## config.mk

```make
export PLATFORM = sky130hd
export DESIGN_NAME = tri_fetch
export DESIGN_NICKNAME = d
export VERILOG_FILES = /design/src/rtl/tri_fetch.sv
export SDC_FILE = /design/constraint.sdc
export NUM_CORES = 1
export LEC_CHECK = 0
export BUFFER_PORTS_ARGS = -buffer_cell sky130_fd_sc_hd__buf_2
export CORE_MARGIN = 2
export CORE_UTILIZATION = 30
export DETAILED_ROUTE_END_ITERATION = 10
export GPL_ROUTABILITY_DRIVEN = 0
export PLACE_DENSITY = 0.5
export SETUP_SLACK_MARGIN = 0.4
export SYNTH_ARGS = -nofsm -noshare
export SYNTH_HDL_FRONTEND = slang
export SYNTH_SLANG_ARGS = --single-unit
```

## constraint.sdc

```tcl
create_clock -name clk_in -period 2 [get_ports clk_in]
set_input_delay 0.1 -clock clk_in [delete_from_list [all_inputs] [get_ports clk_in]]
set_output_delay 0.1 -clock clk_in [all_outputs]
set_load 0.1 [all_outputs]
```

## src/rtl/tri_fetch.sv

```systemverilog
// tri_fetch: walks the face table, gathers each triangle's three vertices from the vertex table, and
// streams the assembled triangles downstream. Define TRI_FETCH_BACKFACE_CULL_EN to drop clockwise/degenerate faces.
module tri_fetch #(
   parameter int COORD_W = 16,
   parameter int VERT_AW = 10,
   parameter int FACE_AW = 10,
   parameter int MEM_LAT = 2
) (
   input  logic                 clk_in,
   input  logic                 rst_n_in,
   input  logic                 start_in,
   input  logic [FACE_AW:0]     num_tris_in,
   output logic [FACE_AW-1:0]   face_addr_out,
   input  logic [3*VERT_AW-1:0] face_data_in,
   output logic [VERT_AW-1:0]   vert_addr_out,
   input  logic [3*COORD_W-1:0] vert_data_in,
   output logic [9*COORD_W-1:0] tri_out,
   output logic                 valid_out,
   input  logic                 ready_in,
   output logic                 obj_done_out,
   output logic                 busy_out,
   output logic [FACE_AW:0]     culled_cnt_out
);

   localparam int VW    = 3*COORD_W;
   localparam int CNT_W = 3;
   localparam logic [CNT_W-1:0] CAP0_CNT  = CNT_W'(MEM_LAT);
   localparam logic [CNT_W-1:0] CAP1_CNT  = CNT_W'(MEM_LAT + 1);
   localparam logic [CNT_W-1:0] VERT_LAST = CNT_W'(MEM_LAT + 2);
   localparam logic [FACE_AW:0] ONE_TRI   = (FACE_AW+1)'(1);

   typedef enum logic [2:0] {
      IDLE,
      FACE,
      VERT,
`ifdef TRI_FETCH_BACKFACE_CULL_EN
      CULL,
`endif
      OUT,
      DONE
   } state_t;

   state_t               state, state_d;
   logic [CNT_W-1:0]     cnt;
   logic [FACE_AW:0]     num_tris;
   logic [FACE_AW:0]     tri_idx;
   logic [3*VERT_AW-1:0] face_q;
   logic [VW-1:0]        v0, v1, v2;
   logic                 last_tri;

   assign last_tri      = (tri_idx + ONE_TRI) == num_tris;
   assign face_addr_out = tri_idx[FACE_AW-1:0];
   assign busy_out      = (state != IDLE);
   assign obj_done_out  = (state == DONE);

`ifdef TRI_FETCH_BACKFACE_CULL_EN
   localparam int AW = 2*COORD_W + 3;
   logic signed [AW-1:0] x0, y0, x1, y1, x2, y2, area;
   logic                 front_facing;
   logic [FACE_AW:0]     culled;

   assign x0 = AW'($signed(v0[COORD_W-1:0]));
   assign y0 = AW'($signed(v0[2*COORD_W-1:COORD_W]));
   assign x1 = AW'($signed(v1[COORD_W-1:0]));
   assign y1 = AW'($signed(v1[2*COORD_W-1:COORD_W]));
   assign x2 = AW'($signed(v2[COORD_W-1:0]));
   assign y2 = AW'($signed(v2[2*COORD_W-1:COORD_W]));
   // Positive area means counter-clockwise winding; zero (degenerate) is culled too.
   assign area           = (x1 - x0) * (y2 - y0) - (x2 - x0) * (y1 - y0);
   assign front_facing   = (area > 0);
   assign culled_cnt_out = culled;
`else
   assign culled_cnt_out = '0;
`endif

   always_comb begin
      // NOTE: every variable written here gets a default first so no path can infer a latch.
      state_d       = state;
      vert_addr_out = '0;
      unique case (state)
         IDLE: if (start_in) state_d = (num_tris_in == '0) ? DONE : FACE;
         FACE: if (cnt == CAP0_CNT) state_d = VERT;
         VERT: begin
            unique case (cnt)
               3'd0:    vert_addr_out = face_q[VERT_AW-1:0];
               3'd1:    vert_addr_out = face_q[2*VERT_AW-1:VERT_AW];
               3'd2:    vert_addr_out = face_q[3*VERT_AW-1:2*VERT_AW];
               default: vert_addr_out = '0;
            endcase
`ifdef TRI_FETCH_BACKFACE_CULL_EN
            if (cnt == VERT_LAST) state_d = CULL;
         end
         CULL: state_d = front_facing ? OUT : (last_tri ? DONE : FACE);
`else
            if (cnt == VERT_LAST) state_d = OUT;
         end
`endif
         OUT:  if (valid_out && ready_in) state_d = last_tri ? DONE : FACE;
         DONE: state_d = IDLE;
         default: state_d = IDLE;
      endcase
   end

   always_ff @(posedge clk_in) begin
      // NOTE: non-blocking assignments throughout, and the synchronous reset clears every register
      // including the data path, so tri_out is zero until the first triangle after reset.
      if (!rst_n_in) begin
         state     <= IDLE;
         cnt       <= '0;
         num_tris  <= '0;
         tri_idx   <= '0;
         face_q    <= '0;
         v0        <= '0;
         v1        <= '0;
         v2        <= '0;
         tri_out   <= '0;
         valid_out <= 1'b0;
`ifdef TRI_FETCH_BACKFACE_CULL_EN
         culled    <= '0;
`endif
      end else begin
         state <= state_d;
         if (state_d != state)                  cnt <= '0;
         else if (state == FACE || state == VERT) cnt <= cnt + CNT_W'(1);

         unique case (state)
            IDLE: if (start_in) begin
               num_tris <= num_tris_in;
               tri_idx  <= '0;
`ifdef TRI_FETCH_BACKFACE_CULL_EN
               culled   <= '0;
`endif
            end
            FACE: if (cnt == CAP0_CNT) face_q <= face_data_in;
            VERT: begin
               // Each vertex arrives MEM_LAT cycles after its address was issued.
               if (cnt == CAP0_CNT)  v0 <= vert_data_in;
               if (cnt == CAP1_CNT)  v1 <= vert_data_in;
               if (cnt == VERT_LAST) v2 <= vert_data_in;
            end
`ifdef TRI_FETCH_BACKFACE_CULL_EN
            CULL: if (!front_facing) begin
               culled  <= culled + ONE_TRI;
               tri_idx <= tri_idx + ONE_TRI;
            end
`endif
            OUT: begin
               // First OUT cycle loads the output register; valid then holds until the handshake.
               if (!valid_out) begin
                  tri_out   <= {v2, v1, v0};
                  valid_out <= 1'b1;
               end else if (ready_in) begin
                  valid_out <= 1'b0;
                  tri_idx   <= tri_idx + ONE_TRI;
               end
            end
            default: ;
         endcase
      end
   end

endmodule

```

==> results.rst <==
.. list-table::
   :header-rows: 1

   * - Metric
     - Value
   * - Number of buffers created by CTS
     - 43
   * - Static leakage power
     - ~7.9 nW
   * - Maximum count of clock buffers along a single path
     - 3
   * - DIE AREA
     - 47200 sq um
   * - Final setup violation count
     - 10
   * - IO buf count
     - around 260
   * - Placement-stage cell area
     - about 16000 sq um
   * - Clk sink count
     - between 300 and 400
   * - Global routing usage summed across all routing layers
     - 19.9%
   * - Pwr Density
     - approximately 770 nW/um^2
   * - Synth warn
     - 0
   * - Count of flip-flops with a built-in enable after synthesis
     - 0
   * - Result of the run
     - finished with violations
   * - Min Hold Slack
     - 159 ps
   * - Maximum fanout encountered on the critical timing path
     - 7
   * - Fraction of final layout cells sized beyond drive strength 1
     - 28.1%
   * - DRC
     - 0
   * - #FFs+latches synth
     - 347
   * - Routed length per placed instance
     - around 19 microns
   * - Avg Inst Size Synth
     - approximately 8.3 sq um
   * - Net count reported at finish
     - ~2.1k
   * - Average via count per standard cell
     - roughly 4.7
   * - Transition time at the pin with the least slew margin
     - about 600 ps
   * - Largest cells by area after synthesis
     - sky130_fd_sc_hd__dfxtp_1, sky130_fd_sc_hd__nand2_1, sky130_fd_sc_hd__a21boi_0
   * - Syn-to-layout area delta
     - 49.1%
   * - Most common flop cell mapped by yosys
     - sky130_fd_sc_hd__dfxtp_1
   * - Residual antenna-violating net count after detailed routing
     - 0
   * - Overall overflow remaining after global route
     - 0
   * - Worst VDD drop
     - roughly 0.00051 V
   * - Synth cell types
     - 47
   * - Antenna violations before repair
     - 2
   * - Setup skew after layout
     - around 12 ps
   * - Async set or reset register ratio after synthesis
     - 0%
   * - Clock tree from TritonCTS
     - built
   * - Final Cycle Share
     - 109%
   * - Critical path data required time
     - 1900 ps
   * - Number of slew-limit violations in the final report
     - 0
   * - Area of the mapped netlist
     - between 10000 and 15000 sq um
   * - Endpoint type of the worst setup path
     - primary output
   * - Area of the core
     - ~45000 sq um
   * - Vias in the first global route
     - about 12k
   * - Setup TNS
     - -1270 ps
   * - Half-perimeter wire length after placement
     - ~25000 microns
   * - Type of the worst setup path
     - reg -> out
   * - Via Count
     - between 10k and 15k
   * - Number of filler cells placed in the layout
     - 4387
   * - Finished layout cell area
     - ~20000 sq um
   * - Clock latency at the later pin of the worst-skew pair
     - around 560 ps
   * - Relative slew margins
     - between 60 and 70%
   * - Wire length of the first global-routing pass
     - 71900 microns
   * - H-tree levels
     - 2
   * - Sequential share of the synthesized area
     - a little over 50%
   * - Clock-pin transition on the worst setup and hold timing paths
     - approximately 50 ps
   * - Area share of the largest cell type after synthesis
     - about half
   * - Top Ports
     - about 270
   * - Cell with the most instances after synthesis
     - sky130_fd_sc_hd__nand2_1
   * - Number of maximum-capacitance violations
     - 0
   * - Root buffer cell
     - sky130_fd_sc_hd__clkbuf_16
   * - Minimum clock period
     - approximately 2200 ps
   * - Maximum number of pins on one net before global-route repair
     - between 100 and 150
   * - Detailed Routing Iterations Pass 1
     - 5
   * - Number of hold violations in the final report
     - 0
   * - Vertical extent of the die
     - ~220 microns
   * - Smallest setup slack after layout
     - -178 ps
   * - Initial DRC Count
     - ~690
   * - Violations in the final reports
     - setup timing
   * - RSZ-0062 raised after global routing
     - true
   * - Fin util
     - a little under half
   * - Leading post-synthesis cells by instance count
     - sky130_fd_sc_hd__nand2_1, sky130_fd_sc_hd__dfxtp_1, sky130_fd_sc_hd__a21boi_0
   * - Row Count
     - between 70 and 80
   * - Data arrival time of the critical path
     - about 2100 ps
   * - CP startpoint kind
     - register
   * - Placed insts
     - approximately 2.4k
   * - Syn Inst Count
     - between 1.5k and 2k
   * - Maximum clock frequency
     - 0.459 GHz
   * - Initial core utilization
     - between 30% and 40%
   * - Final WL
     - just over 50000 microns
   * - Area leader, netlist
     - sky130_fd_sc_hd__dfxtp_1
   * - Final Instance Count excl. Fillers
     - 2666
   * - Die outline width
     - 217 microns
   * - Kind of path behind the tightest hold check
     - in -> reg
-- what timing repair did --
item,4_1_cts,5_1_grt
setup buffers,28,24
endpoints found under the hold margin,199,0
pin swaps,51,42
endpoints found under the setup margin,328,343
gates resized for setup,145,212
hold buffers,91,0
gates cloned,23,12
-- metal layers --
layer	share of wire [%]	wire [microns]	up-vias	global-route usage (%)
met5	0	0	-	0
met4	2.0	997	0	5.89
met3	4.4	2220	64	3.51
met2	46	23700	293	32.5
met1	47	24000	6063	26.8
li1	-	-	6142	-
-- power breakdown --
part	internal [mW]	leakage, nW	total (mW)	switching (mW)
sequential	6.93	2.80	6.96	0.0285
clock	4.86	0.697	7.88	3.02
combinational	0.431	4.42	0.914	0.482
-- area by class of cell --
cell class	instances	area, sq um	area share, %
flip-flops and latches	347	6980	34.3
multi-input cells	1170	6770	33.2
well taps	600	751	3.69
repair buffers	471	4430	21.7
clock buffers	62	1260	6.19
clock inverters	11	158	0.774
inverters	4	20.0	0.0983
diodes	1	2.50	0.0123
-- registers in the layout, summed over array words and instances, names as in the netlist --
| signal | flops |
|---|---|
| valid_out | 1 |
| v2 | 48 |
| num_tris | 11 |
| tri_out | 144 |
| v1 | 48 |
| tri_idx | 11 |
| face_q | 30 |
| state | 3 |
| v0 | 48 |
| cnt | 3 |
-- stage by stage --
step           power (mW)  setup WS (ps)
3_3_place_gp         7.74            191
2_1_floorplan        7.52            164
5_1_grt              16.3           -229
3_5_place_dp         7.74            154
4_1_cts              15.9           -153
6_report             15.8           -178
-- layout by cell type, fill, tap and decap left out, types with 7 or more instances in the layout --
| cell type | n |
|---|---|
| sky130_fd_sc_hd__dfxtp_4 | 9 |
| sky130_fd_sc_hd__buf_4 | 36 |
| sky130_fd_sc_hd__xnor2_1 | 9 |
| sky130_fd_sc_hd__o21ai_0 | 15 |
| sky130_fd_sc_hd__buf_6 | 17 |
| sky130_fd_sc_hd__nand2_4 | 30 |
| sky130_fd_sc_hd__xor2_1 | 8 |
| sky130_fd_sc_hd__nand2_2 | 30 |
| sky130_fd_sc_hd__dlygate4sd3_1 | 91 |
| sky130_fd_sc_hd__buf_12 | 44 |
| sky130_fd_sc_hd__a222oi_1 | 10 |
| sky130_fd_sc_hd__buf_2 | 245 |
| sky130_fd_sc_hd__clkbuf_16 | 54 |
| sky130_fd_sc_hd__nor2_4 | 13 |
| sky130_fd_sc_hd__clkbuf_1 | 10 |
| sky130_fd_sc_hd__nand3_1 | 7 |
| sky130_fd_sc_hd__dfxtp_1 | 335 |
| sky130_fd_sc_hd__a21boi_1 | 124 |
| sky130_fd_sc_hd__buf_16 | 23 |
| sky130_fd_sc_hd__nor2_1 | 20 |
| sky130_fd_sc_hd__nand2_1 | 610 |
| sky130_fd_sc_hd__clkbuf_8 | 8 |
| sky130_fd_sc_hd__conb_1 | 11 |
| sky130_fd_sc_hd__a21boi_0 | 190 |
| sky130_fd_sc_hd__a21boi_2 | 19 |
-- worst max-delay path, stage by stage (launching register included) --
cell and delay (ps):
sky130_fd_sc_hd__dfxtp_4 350, sky130_fd_sc_hd__buf_6 120, sky130_fd_sc_hd__ha_4 200, sky130_fd_sc_hd__buf_6 150
sky130_fd_sc_hd__a222oi_1 460, sky130_fd_sc_hd__nor2_4 70, sky130_fd_sc_hd__buf_12 180
-- logic make-up after synthesis --
family                     after synthesis  share of synthesized area (%)
AOI/OAI and AO/OA                      376                           20.5
xor gates and xnor gates                17                           1.09
adders and majority gates                6                          0.550
buffers and inverters                  140                           4.89
DFF                                    347                           50.9
muxes                                    1                         0.0733
other                                    1                         0.0275
and+or+nand+nor                        759                           22.0
-- path summary, 6_finish.rpt --
path,startpoint,endpoint,slack (ps),cells after the start
setup / recovery,cnt[0],vert_addr_out[3],-180,6
hold / removal,start_in,num_tris[8],160,4
setup reg to reg,cnt[0],v0[27],20,14
hold reg to reg,v1[4],tri_out[52],450,2
(Power assumes the default switching activity.)
